File: config.mk
export PLATFORM = sky130hd
export DESIGN_NAME = demux_router
export DESIGN_NICKNAME = d
export VERILOG_FILES = /design/src/rtl/demux_router.sv
export SDC_FILE = /design/constraint.sdc
export NUM_CORES = 1
export LEC_CHECK = 0
export CORE_UTILIZATION = 30
export CTS_BUF_LIST = sky130_fd_sc_hd__clkbuf_2
export DETAILED_ROUTE_END_ITERATION = 12
export DONT_BUFFER_PORTS = 1
export GPL_TIMING_DRIVEN = 0
export MAX_ROUTING_LAYER = met4
export PLACE_DENSITY = 0.52
export SETUP_SLACK_MARGIN = 0.05
export SYNTH_ARGS = -nofsm -noshare
export SYNTH_HDL_FRONTEND = slang
export SYNTH_SLANG_ARGS = --single-unit
export TNS_END_PERCENT = 50
File: constraint.sdc
create_clock -name clk -period 1.52 [get_ports clk]
set_input_delay 0.38 -clock clk [delete_from_list [all_inputs] [get_ports clk]]
set_output_delay 0.38 -clock clk [all_outputs]
set_load 0.05 [all_outputs]
File: src/rtl/demux_router.sv
// demux_router: steers a muxed word stream into two FIFOs with a one-entry hold for almost-full targets
module demux_router #(
  parameter int DATA_WIDTH = 8,
  parameter int CNT_WIDTH  = 8
) (
  input  logic                  clk,
  input  logic                  reset,
  input  logic                  valid_in,
  input  logic [DATA_WIDTH-1:0] data_in,
  input  logic                  dest_in,
  output logic                  ready_out,
  input  logic                  almost_full0,
  input  logic                  almost_full1,
  output logic                  push_0,
  output logic [DATA_WIDTH-1:0] data_out0,
  output logic                  push_1,
  output logic [DATA_WIDTH-1:0] data_out1,
  output logic [CNT_WIDTH-1:0]  count0,
  output logic [CNT_WIDTH-1:0]  count1,
  output logic                  holding
);
  typedef enum logic {PASS, HOLD} state_t;
  state_t                state;
  logic [DATA_WIDTH-1:0] hold_data;
  logic                  hold_dest;
  logic                  w_dest;
  logic [DATA_WIDTH-1:0] w_data;
  logic                  w_af;
  logic                  go;
  assign holding   = (state == HOLD);
  assign ready_out = ~holding;
  // pick the word in play this cycle: the held word takes precedence over upstream
  always_comb begin
    w_dest = holding ? hold_dest : dest_in;
    w_data = holding ? hold_data : data_in;
    w_af   = w_dest ? almost_full1 : almost_full0;
    go     = (holding | valid_in) & ~w_af;
  end
  // push/count registers plus the PASS/HOLD sequencing
  always_ff @(posedge clk) begin
    if (reset) begin
      state     <= PASS;
      hold_data <= '0;
      hold_dest <= 1'b0;
      push_0    <= 1'b0;
      push_1    <= 1'b0;
      data_out0 <= '0;
      data_out1 <= '0;
      count0    <= '0;
      count1    <= '0;
    end else begin
      push_0 <= go & ~w_dest;
      push_1 <= go & w_dest;
      if (go & ~w_dest) begin
        data_out0 <= w_data;
        count0    <= count0 + CNT_WIDTH'(1);
      end
      if (go & w_dest) begin
        data_out1 <= w_data;
        count1    <= count1 + CNT_WIDTH'(1);
      end
      if (!holding && valid_in && w_af) begin
        hold_data <= data_in;
        hold_dest <= dest_in;
        state     <= HOLD;
      end else if (holding && !w_af) begin
        state <= PASS;
      end
    end
  end
endmodule

==> impl_results.md, run 1 <==
* Asr flop ratio synth at 0%
* Slowest cell delay on critical path at 0.51 ns
* Flop pwr share at 61.1%
* Post-DR vias/cell at 5.18
* Pwr per Cell Area at 898 nW/um2
* Die width at 81.4 um
* Cts bufs inserted at 5
* Netlist cell types at 31
* Critical-path top delay cell: dfxtp_4
* # IOs at 50
* Switch share at 32.9%
* Top cell type's share of synthesized area at 46.6%
* GP Congestion at 0.756
* Chip Height at 81.4 um
* Core ar. at 5990 um2
* NumNets Final at 242
* Area Growth Syn to Fin at 33.9%
* Setup-failing EPs final at 44
* Post-DRT Antenna Nets at 0
* Largest net degree at the start of global routing at 15
* Antenna violations before repair at 0
* Worst-path fanout max at 5
* Gate power share at 16.7%
* Post-CTS Hold Buffers at 0
* Max-slew violations at 0
* Via count at 1,564
* CP Launch Type: flip-flop
* Switching power at 0.749 mW
* Starting DRC count in detailed routing at 49
* Clock skew at 0.0300 ns
* Post-synthesis sequential area ratio at 46.6%
* Most frequent cells after synthesis: dfxtp_1, nor2_1, mux2i_1
* Drt pass-1 iters at 4
* N_diodes at 0
* Layout cells sized above 1 at 48.5%
* Crit path cell chain: buf_8 -> mux2i_4 -> nand4_1 -> or4_1 -> a21oi_1
* Place WS at -0.287 ns
* Area leader, netlist: dfxtp_1
* Peak VDD IR at 0.000403 V
* Post-Syn Area per Cell at 9.85 um2
* Failing checks: setup timing
* Htree depth at 2
* Fillers at 564
* CTS Buffer Depth at 2
* # clock sinks at 44
* HPWL after DPL at 3140 um
* Global route total overflow at 0
* Kind of critical path: flip-flop to flip-flop
* Crit path required time at 1.87 ns
* Synth Flop Type: dfxtp_1
* Starting Density at 31.6%
* Cell-internal power at 1.52 mW
* Slew @ Worst Pin at 0.651 ns
* Hold crit path type: input port to flip-flop
* Total GRT Usage at 16.1%
* Synth top area cells: dfxtp_1, mux2i_1, a211oi_1
* Die ar. at 6620 um2
* First-pass GRT wire length at 7740 um
* Vias in the first global route at 1,479
* Worst reg-to-reg path cell count at 5
* Clk pwr share at 22.2%
* #FFs+latches synth at 44
* RSZ-0062 raised after global routing: yes
* FP Rows at 28
* Cell Area, Synth at 1890 um2
* Post-synth EDFFs at 0
* Drt wl/cell at 16.6 um
* Setup TNS at -8.62 ns
* Final Hold Fails at 0
* Leak at 0.893 nW
* Port Buffers at 0
* Max_slew headroom at 56.6%
* Final WS setup at -0.309 ns
* Worst-path clk slew at 0.25 ns
* Final wirelength at 5030 um
* Final Cycle Share at 120%
* Critical Path End Type: flip-flop
* Net Count, Synth at 208
* CTS tree: yes
* CTS Root Cell: clkbuf_2
* Crit path DAT at 2.17 ns
* Run status: finished, violations left
* Final worst path period need at 1.83 ns
* Worst skew pair latency at 0.42 ns
* Cell with the most instances after synthesis: dfxtp_1
* FMAX at 0.547 GHz
* Hold Crit Depth at 2
* Syn Inst Count at 192
* DRC viols at 0
* Max Cap Viol at 0
* YS warnings at 0
## worst max-delay path: cells and delay by family, from the launching register on
family                 cells  cell delay, ns
and+or+nand+nor            2            0.63
DFF                        1            0.51
AOI/OAI and AO/OA          1            0.15
buffers and inverters      1            0.15
muxes                      1            0.30
## cells in the final DEF (no fill, tap or decap), types with 6 or more instances in the layout
cell,count
nor2_2,6
dfxtp_1,11
buf_6,12
clkbuf_2,6
dfxtp_2,31
nor2_1,24
a211oi_1,10
mux2i_1,20
a21oi_1,7
a211oi_2,9
buf_4,17
## per-stage QoR
step	util [%]	instances	hold slack, ns	cell area (um2)	power, mW
CTS	40.3	294	0.0542	2420	2.26
detailed placement	33.8	267	0.486	2020	1.65
global placement	33.8	267	0.473	2020	1.64
global route	42.3	302	0.0457	2530	2.38
finish	42.3	302	0.0805	2530	2.27
floorplan	-	192	0.460	1930	1.59
## final timing paths
path	from	endpoint	slack [ns]
setup reg to reg	holding	count0[6]	-0.31
hold / removal	valid_in	holding	0.08
setup / recovery	holding	count0[6]	-0.31
hold reg to reg	hold_data[2]	hold_data[2]	0.52
## registers in the layout (all words and copies together) (netlist names)
register,flops
data_out0,8
push_0,1
count1,8
holding,1
hold_dest,1
hold_data,8
count0,8
push_1,1
data_out1,8
## kinds of logic (layout without fill, tap and decap cells)
group	after synthesis	count (layout)	synth area share, %
AOI/OAI and AO/OA	39	39	15.1
xor gates and xnor gates	6	6	2.78
and+or+nand+nor	63	63	17.0
DFF	44	44	46.6
adders and majority gates	2	2	1.32
buffers and inverters	15	50	4.37
muxes	23	23	12.8
## routing by layer
metal  vias to the layer above  share of wire, %  global-route usage, %  wire [um]
met2                        37                47                   24.5       2360
met1                       763                44                   19.7       2190
met5                         -                 0                      -          0
li1                        757                 -                      -          -
met3                         7               8.3                   6.40        416
met4                         0               1.2                   4.29         61
## final cells by class
cell class                 instances  area [um2]  share of cell area [%]
buffer                            12         115                    4.55
timing repair buffer              27         256                    10.1
tap                               75        93.8                    3.71
clock buffer                       6        30.0                    1.19
multi-input combinational        133        1080                    42.7
inverter                           3        15.0                   0.593
clock inverter                     2        12.5                   0.494
sequential                        44         927                    36.6
## power groups by stage
stage               sequential, mW  clock, mW  combinational [mW]
floorplan                     1.39          0               0.199
global placement              1.40          0               0.243
detailed placement            1.40          0               0.246
CTS                           1.39      0.525               0.343
global route                  1.40      0.567               0.412
finish                        1.39      0.505               0.380
## timing repair
action / CTS / global route
buffers inserted: 15 / 8
setup endpoints to repair: 74 / 48
pin swaps: 28 / 6
gates cloned: 4 / 0
hold endpoints to repair: 0 / 0
resized for setup: 72 / 13
(Power assumes the default switching activity.)
==> inputs of run 2 (changes only) <==
- CORE_MARGIN: unset -> 2
==> impl_results.md, run 2 (synthesized netlist as in run 1, its figures left out) <==
* Run status: finished, violations left
* Failing checks: setup timing
* Min-delay src: dest_in
* Port Buffers at 0
* Crit path DAT at 2.19 ns
* Tot Pwr at 2.50 mW
* Starting Density at 31.6%
* Worst r2r src: holding
* Largest net degree at the start of global routing at 16
* Slowest cell delay on critical path at 0.46 ns
* Final WS setup at -0.319 ns
* Global route total overflow at 0
* Max Cap Viol at 0
* CP Launch Type: flip-flop
* N_diodes at 0
* Setup TNS at -7.55 ns
* Antenna violations before repair at 0
* Via count at 1,534
* Commonest non-fill, non-tap cell in the layout: dfxtp_2
* Worst-path fanout max at 5
* Cell count after placement at 267
* Post-DR vias/cell at 5.11
* Worst skew pair latency at 0.43 ns
* CTS Buffer Depth at 2
* Max_slew headroom at 50.5%
* Final Cycle Share at 121%
* Final wirelength at 5150 um
* CTS Root Cell: clkbuf_2
* NumNets Final at 240
* RSZ-0062 raised after global routing: yes
* Hold crit path type: input port to flip-flop
* R2R Setup Slk at -0.32 ns
* Top delay family on crit path: buffers and inverters
* Layout Cells excl Fill at 300
* Final Hold Fails at 0
* CTS tree: yes
* # clock sinks at 44
* Worst reg-to-reg path cell count at 8
* Crit path required time at 1.87 ns
* Cts bufs inserted at 5
* Kind of critical path: flip-flop to flip-flop
* Crit path buf inv count at 4
* GP Congestion at 0.731
* Vias in the first global route at 1,560
* Post-CTS Hold Buffers at 0
* Max-slew violations at 0
* Layout cells sized above 1 at 56.4%
* DRC viols at 0
* Total GRT Usage at 15.5%
* Final worst path period need at 1.84 ns
* # IOs at 50
* Core Util, Final at 44.7%
* Drt wl/cell at 17.2 um
* Worst Hold End: hold_dest
* Hold Crit Depth at 2
* Place WS at -0.307 ns
* Crit path cell chain: buf_8 -> buf_4 -> or3b_4 -> a21oi_4 -> buf_6 -> buf_6 -> nor2_1 -> a211oi_1
* Drt pass-1 iters at 4
* Pwr per Cell Area at 932 nW/um2
* Critical Path End Type: flip-flop
* Commonest cells after routing, fill and taps aside: dfxtp_2, nor2_1, mux2i_1
* CP dominant cell by count: buf_6
* Area Growth Syn to Fin at 41.7%
* FP Rows at 28
* Core ar. at 5990 um2
* Slew @ Worst Pin at 0.742 ns
* Setup-failing EPs final at 39
* Clock skew at 0.0199 ns
* Critical-path top delay cell: dfxtp_4
* Htree depth at 2
* Peak VDD IR at 0.000544 V
* Leak at 0.922 nW
* R2r endpoint: data_out0[7]
* Worst-path clk slew at 0.25 ns
* Post-DRT Antenna Nets at 0
* Die ar. at 6950 um2
* Chip Height at 83.4 um
* HPWL after DPL at 3210 um
* Die width at 83.4 um
* First-pass GRT wire length at 8270 um
* FMAX at 0.544 GHz
* Starting DRC count in detailed routing at 91
==> run 2: final cells by class <==
cell class                      count  area (um2)
Sequential cell                    44         942
Multi-Input combinational cell    133        1190
Clock inverter                      3        46.3
Inverter                            3        15.0
Tap cell                           75        93.8
Buffer                             12         119
Fill cell                         562        3310
Clock buffer                        5        25.0
Timing Repair Buffer               25         250
==> run 2: worst max path at each step <==
stage               depth (start not counted)      endpoint  startpoint  slack, ns
floorplan                                   6     count0[0]     holding      -0.08
global placement                            6     count0[0]     holding      -0.29
detailed placement                          6     count0[0]     holding      -0.31
CTS                                         3     ready_out     holding      -0.32
global route                                3     ready_out     holding      -0.37
finish                                      8  data_out0[7]     holding      -0.32
==> run 2: what timing repair did <==
item / in CTS / in global routing
cloned: 3 / 0
pin swaps: 29 / 14
buffers inserted: 15 / 9
setup endpoints to repair: 75 / 53
resized for setup: 78 / 37
==> run 2: through the flow <==
stage	hold WS, ns	cell area (um2)
6_report	0.0744	2680
5_1_grt	0.0395	2680
4_1_cts	0.0535	2480
3_5_place_dp	0.486	2020
3_3_place_gp	0.473	2020
2_1_floorplan	0.460	1930
==> run 2: worst register-to-register path, cell delays in order, from the launching register on <==
cell and delay (ns):
dfxtp_4 0.46, buf_8 0.16, buf_4 0.13, or3b_4 0.39, a21oi_4 0.19, buf_6 0.13
buf_6 0.11, nor2_1 0.04, a211oi_1 0.16
==> run 2: per-layer routing <==
metal	part of all wire (%)	vias up	global-route usage (%)	routed length (um)
met5	0	-	-	0
met4	1.3	0	4.92	68
met3	6.4	5	5.07	328
met2	48	32	25.4	2490
met1	44	744	18.0	2260
li1	-	753	-	-
==> run 2: power breakdown <==
part / internal, mW / total, mW / switching, mW
Clock: 0.284 / 0.702 / 0.419
Sequential: 1.21 / 1.39 / 0.180
Combinational: 0.207 / 0.409 / 0.202
Total: 1.70 / 2.50 / 0.800
==> inputs of run 3 (changes only) <==
- CORE_MARGIN: 2 -> 4
- GPL_ROUTABILITY_DRIVEN: unset -> 0
==> impl_results.md, run 3 (synthesized netlist as in run 1, its figures left out) <==
* NumNets Final at 235
* Max Cap Viol at 0
* Post-DR vias/cell at 5.12
* Run status: finished, violations left
* Pwr per Cell Area at 966 nW/um2
* HPWL after DPL at 3330 um
* Design area at 2530 um2
* Vias in the first global route at 1,475
* Htree depth at 2
* Antenna violations before repair at 0
* Hold WS at 0.0788 ns
* Worst-path fanout max at 5
* Port Buffers at 0
* First-pass GRT wire length at 7860 um
* Drt wl/cell at 17.3 um
* # IOs at 50
* Largest net degree at the start of global routing at 16
* # clock sinks at 44
* Area Growth Syn to Fin at 33.9%
* Hold Crit Depth at 2
* FP Rows at 28
* Starting Density at 31.4%
* Layout cells sized above 1 at 50.9%
* Worst-path clk slew at 0.25 ns
* Peak VDD IR at 0.000325 V
* CTS Buffer Depth at 2
* Core ar. at 6030 um2
* Core Util, Final at 42.0%
* Commonest cells after routing, fill and taps aside: dfxtp_2, nor2_1, mux2i_1
* Final Cycle Share at 121%
* Starting DRC count in detailed routing at 48
* Min-delay src: data_in[1]
* Failing checks: setup timing
* Clock skew at 0.0155 ns
* Slew @ Worst Pin at 0.707 ns
* Commonest non-fill, non-tap cell in the layout: dfxtp_2
* N_diodes at 0
* Leak at 0.870 nW
* Kind of critical path: flip-flop to flip-flop
* Setup TNS at -6.13 ns
* Max-slew violations at 0
* Post-DRT Antenna Nets at 0
* Cts bufs inserted at 5
* Post-DP Area at 2020 um2
* Die width at 87.4 um
* Max_slew headroom at 52.9%
* R2R Setup Slk at -0.31 ns
* Final worst path period need at 1.83 ns
* Setup-failing EPs final at 44
* Crit path DAT at 2.20 ns
* Worst Hold End: hold_data[1]
* CTS Root Cell: clkbuf_2
* Post-CTS Hold Buffers at 0
* Place WS at -0.317 ns
* Chip Height at 87.4 um
* Drt pass-1 iters at 4
* FMAX at 0.545 GHz
* Via count at 1,509
* Global route total overflow at 0
* Tot Pwr at 2.45 mW
* Final Hold Fails at 0
* Layout Cells excl Fill at 295
* Fillers at 583
* CP Launch Type: flip-flop
* Crit path required time at 1.89 ns
* Worst skew pair latency at 0.42 ns
* Total GRT Usage at 14.0%
* Worst reg-to-reg path cell count at 5
* DRC viols at 0
* RSZ-0062 raised after global routing: yes
* Hold crit path type: input port to flip-flop
* Critical Path End Type: flip-flop
* R2r endpoint: count0[7]
* Die ar. at 7640 um2
* Worst r2r src: holding
* Final wirelength at 5090 um
* Final WS setup at -0.314 ns
* CTS tree: yes
* Cell count after placement at 267
==> run 3: cell count changes in the layout (fill, tap and decap cells not counted), sizes merged <==
cell,change
clkbuf,+1
buf,-6
==> run 3: critical path, stage by stage (launching register included) <==
cell,delay (ns)
dfxtp_4,0.50
buf_8,0.15
mux2i_4,0.29
nand4_1,0.19
or4_4,0.52
a21oi_2,0.13
==> run 3: where the power goes <==
| part | total [mW] | switching [mW] | leakage, nW | internal [mW] |
|---|---|---|---|---|
| clock network | 0.697 | 0.413 | 0.0396 | 0.283 |
| logic | 0.365 | 0.186 | 0.455 | 0.179 |
| registers | 1.38 | 0.173 | 0.375 | 1.21 |
==> run 3: layout make-up <==
type	instances	area [um2]	area share, %
timing repair buffer	20	196	7.76
multi-input combinational	133	1100	43.6
sequential	44	932	36.8
inverter	3	15.0	0.593
clock buffer	5	25.0	0.989
buffer	12	119	4.70
clock inverter	3	46.3	1.83
tap	75	93.8	3.71
==> run 3: metal layers <==
metal	part of all wire (%)	track usage, %	vias up
li1	-	-	743
met1	43	16.6	726
met2	47	21.5	35
met3	8.3	5.87	5
met4	1.4	4.60	0
met5	0	-	-
==> run 3: worst max-delay path by stage <==
stage	start	to	slack [ns]	depth (start not counted)
global placement	holding	count0[0]	-0.30	6
floorplan	holding	count0[0]	-0.08	6
detailed placement	holding	count0[0]	-0.32	6
global route	holding	count0[7]	-0.39	5
CTS	holding	ready_out	-0.31	3
finish	holding	count0[7]	-0.31	5
==> run 3: what timing repair did <==
| item | 4_1_cts | 5_1_grt |
|---|---|---|
| pin swaps | 26 | 13 |
| cloned | 3 | 0 |
| setup endpoints to repair | 74 | 50 |
| buffers inserted | 14 | 4 |
| resized for setup | 65 | 28 |
==> RTL edit 1 (flow settings as in run 1) <==
The parameter `CNT_WIDTH` goes from 8 to 6.
--- a/src/rtl/demux_router.sv
+++ b/src/rtl/demux_router.sv
@@ -1,7 +1,7 @@
 // demux_router: steers a muxed word stream into two FIFOs with a one-entry hold for almost-full targets
 module demux_router #(
   parameter int DATA_WIDTH = 8,
-  parameter int CNT_WIDTH  = 8
+  parameter int CNT_WIDTH  = 6
 ) (
   input  logic                  clk,
   input  logic                  reset,
Interface: changed (resized count0 and count1); port bits go from 50 to 46. No check against the original RTL was run, so the function may have changed too.
==> RTL edit 1 against run 1 <==
  * The flow still finishes with violations (negative setup slack)
  * Sequential cell count shrank 4
  * Design area shrank 4.8%
  * Global-route usage shrank 0.67 points
  * Setup slack gained 83 ps
  * Area after synthesis shrank 10%
  * Critical path depth shrank 2
  * Cell count shrank 9.9%
  * Total power grew 8.0%
  * Sequential share of layout area shrank 1.5 points
  * Wire length shrank 13%
  * Non-clock buffer count shrank 6
  * Critical endpoint is now ready_out
  * Largest power group unchanged
==> RTL edit 1: results <==
place:
  pre_cts_slack_ps: -266
  dp_cells: 242
  hpwlAfterDp_mm: 2.77
  place_area_um2: 1830
timing:
  setup_viol: 29
  layout_setup_ws_ps: -226
clock_network:
  cts_setup_buffers: 12
  cts_resized: 57
route:
  routedWlPerCell_um: 16.1
  met2_length_mm: 2.06
  vias_per_cell: 5.00
pwr:
  p_leak_nw: 0.858
  power_clock_uw: 791
  comb-power_uw: 384
synthesis:
  synth_xor_area_share_pct: 2.07
  ys_seq_area_share_pct: 47.2
  synthesis.nets: 186
  ys_types: 33
  synth_compound_area_share_pct: 13.1
  synth_area_leaders: "dfxtp_1, mux2i_1, a211oi_1"
  muxShareOfSynthArea_pct: 15.0
  synthAdderAreaFrac_pct: 1.48
critical_path:
  crit_end: "ready_out"
  path_delay_family: "flip-flops"
min_path:
  holdPathEnd: "hold_data[6]"
status:
  status: "finished, violations left"
  violations: "negative setup slack"
global_route:
  grtUsageMet3_pct: 3.81
## RTL edit 1: changes by cell type in the layout (fill, tap and decap cells not counted), sizes merged, moves of 2 or more
cell and delta:
dfxtp -4, o31ai -2, buf -4, clkbuf -3, xnor2 -2, or4 -2
nand2 -4, bufinv +2, a21oi -3
## RTL edit 1: stage by stage
stage | hold slack (ps) | utilization (%) | total power, mW | TNS (ps)
after floorplan | 460 | - | 1.47 | -305
after global placement | 474 | 33.5 | 1.52 | -3280
after detailed placement | 479 | 33.5 | 1.52 | -3450
after CTS | 91.3 | 40.6 | 2.41 | -3340
after global routing | 79.8 | 44.0 | 2.55 | -6240
final | 96.0 | 44.0 | 2.46 | -3760
## RTL edit 1: layout make-up
type	instances	area, µm²	area share (%)
multi-input combinational	117	1020	42.2
sequential	40	846	35.1
buffer	10	98.8	4.10
inverter	3	15.0	0.623
tap	72	90.1	3.74
clock inverter	2	60.1	2.49
timing repair buffer	23	258	10.7
clock buffer	5	25.0	1.04
==> RTL edit 2 (settings of run 1) <==
Without the edit above. Put one more register stage on the output `count0`, cleared by the reset. The value now appears one clock later. The other outputs are not delayed to match.
--- a/src/rtl/demux_router.sv
+++ b/src/rtl/demux_router.sv
@@ -20,6 +20,8 @@
   output logic                  holding
 );
   typedef enum logic {PASS, HOLD} state_t;
+
+  logic [CNT_WIDTH-1:0] count0_s0;
   state_t                state;
   logic [DATA_WIDTH-1:0] hold_data;
   logic                  hold_dest;
@@ -46,14 +48,14 @@
       push_1    <= 1'b0;
       data_out0 <= '0;
       data_out1 <= '0;
-      count0    <= '0;
+      count0_s0 <= '0;
       count1    <= '0;
     end else begin
       push_0 <= go & ~w_dest;
       push_1 <= go & w_dest;
       if (go & ~w_dest) begin
         data_out0 <= w_data;
-        count0    <= count0 + CNT_WIDTH'(1);
+        count0_s0 <= count0_s0 + CNT_WIDTH'(1);
       end
       if (go & w_dest) begin
         data_out1 <= w_data;
@@ -68,5 +70,13 @@
       end
     end
   end
+  always_ff @(posedge clk) begin
+    if (reset) begin
+      count0 <= '0;
+    end else begin
+      count0 <= count0_s0;
+    end
+  end
+
 endmodule
 
Function: changed (a bounded check fails within 4 cycles, from zero or initial values and one cycle with reset high).
==> RTL edit 2 against run 1 <==
  * Wire length rose by 1.1%
  * Synthesized cell count rose by 8.9%
  * The flow finishes with violations (design-rule violations, negative setup slack)
  * Area after synthesis rose by 11%
  * Core utilization fell by 2.6 points
  * Setup slack improved by 11 ps
  * Sequential cell count rose by 8
  * Total power rose by 11%
  * Global-route usage fell by 1.8 points
  * Sequential share of layout area rose by 4.1 points
  * Critical path depth did not move
  * Design area rose by 5.8%
==> RTL edit 2: results <==
status:
  status: "finished, violations left"
  violations: "design-rule violations, negative setup slack"
place:
  place_area_um2: 2220
  gp_congestion: 0.755
  pre_cts_slack_ps: -404
  dp_cells: 289
  hpwlAfterDp_mm: 3.39
route:
  vias_per_cell: 5.03
  drt_pass1_iterations: 10
  drc: 1
  wl_mm: 5.08
  vias: 1588
  first_iter_violations: 65
synthesis:
  synth_area_leaders: "dfxtp_1, mux2i_1, nor2_1"
  synthesis.nets: 225
  synth_xor_area_share_pct: 2.09
  synth_cells: 209
  muxShareOfSynthArea_pct: 13.0
  ys_types: 34
  ys_seq_area_share_pct: 49.7
  synthAdderAreaFrac_pct: 1.19
  ys_warn_count: 0
  yosys-top-cells-count: "dfxtp_1, nor2_1, mux2i_1"
  synth_compound_area_share_pct: 12.1
timing:
  setup_viol: 36
  tightest_slew_ps: 657
  layout_setup_ws_ps: -298
  clock_skew_ps: 13.2
  tns_ps: -5770
global_route:
  grt_pass1_wl_mm: 7.86
  gr-total-overflow: 0
  grt_max_degree: 16
  grt_pass1_vias: 1527
  grt_usage_pct: 14.3
finish:
  drive_gt1_share_pct: 43.6
  final_nets: 251
  n_antenna_cell: 0
critical_path:
  slowest_delay_ps: 510
  path_delay_family: "multiplexers"
  crit_fanout: 7
clock_network:
  clk_path_buf_depth: 2
  numCtsBuffers: 5
pwr:
  comb-power_uw: 385
  p_leak_nw: 0.946
  irDropWorstVdd_mv: 0.306
  power_frac_clock_pct: 21.6
  swShare_pct: 31.5
min_path:
  hold_class: "in -> reg"
-- RTL edit 2: cell types whose count changed in the layout (fill, tap and decap cells not counted), sizes merged, moves of 2 or more --
cell	before	now
buf	34	25
o31ai	4	2
nor2b	4	12
dfxtp	44	52
a21oi	10	7
mux2	0	4
nor2	34	38
-- RTL edit 2: cell families after synthesis --
family	count (synthesis)
simple gates	76
flops	52
compound gates	33
mux	26
buf+inv	15
xor+xnor	5
fa+ha+maj	2
-- RTL edit 2: layer usage --
metal,vias up,track usage [%],part of all wire (%)
li1,783,-,-
met1,774,16.2,43
met2,28,23.6,50
met3,3,5.39,6.4
met4,0,4.09,0.57
met5,-,-,0
-- RTL edit 2: final timing paths --
path / slack [ps] / startpoint / end / depth (start not counted)
worst max-delay path: -300 / holding / count0_s0[7] / 5
worst min-delay path: 80 / data_in[5] / hold_data[5] / 2
worst max register to register: -300 / holding / count0_s0[7] / 5
worst min register to register: 500 / count0_s0[7] / count0[7] / 1
-- RTL edit 2: stage by stage --
| stage | total power [mW] | utilization (%) |
|---|---|---|
| CTS | 2.49 | 37.3 |
| floorplan | 1.80 | - |
| global placement | 1.86 | 32.8 |
| global route | 2.66 | 39.6 |
| finish | 2.53 | 39.6 |
| detailed placement | 1.86 | 32.8 |
-- RTL edit 2: what timing repair did --
action / 4_1_cts / 5_1_grt
hold buffers: 1 / 0
buffers inserted: 10 / 5
pin swaps: 12 / 12
setup endpoints to repair: 73 / 47
resized for setup: 53 / 31
cloned: 2 / 1
hold endpoints to repair: 4 / 0
-- RTL edit 2: layout make-up --
cell class              count  area [µm²]
clock buffers               6        30.0
flip-flops and latches     52        1090
fillers                   662        4080
plain buffers              12         110
multi-input cells         142        1140
repair buffers             19         185
inverters                   3        15.0
well taps                  80         100
clock inverters             2        10.0
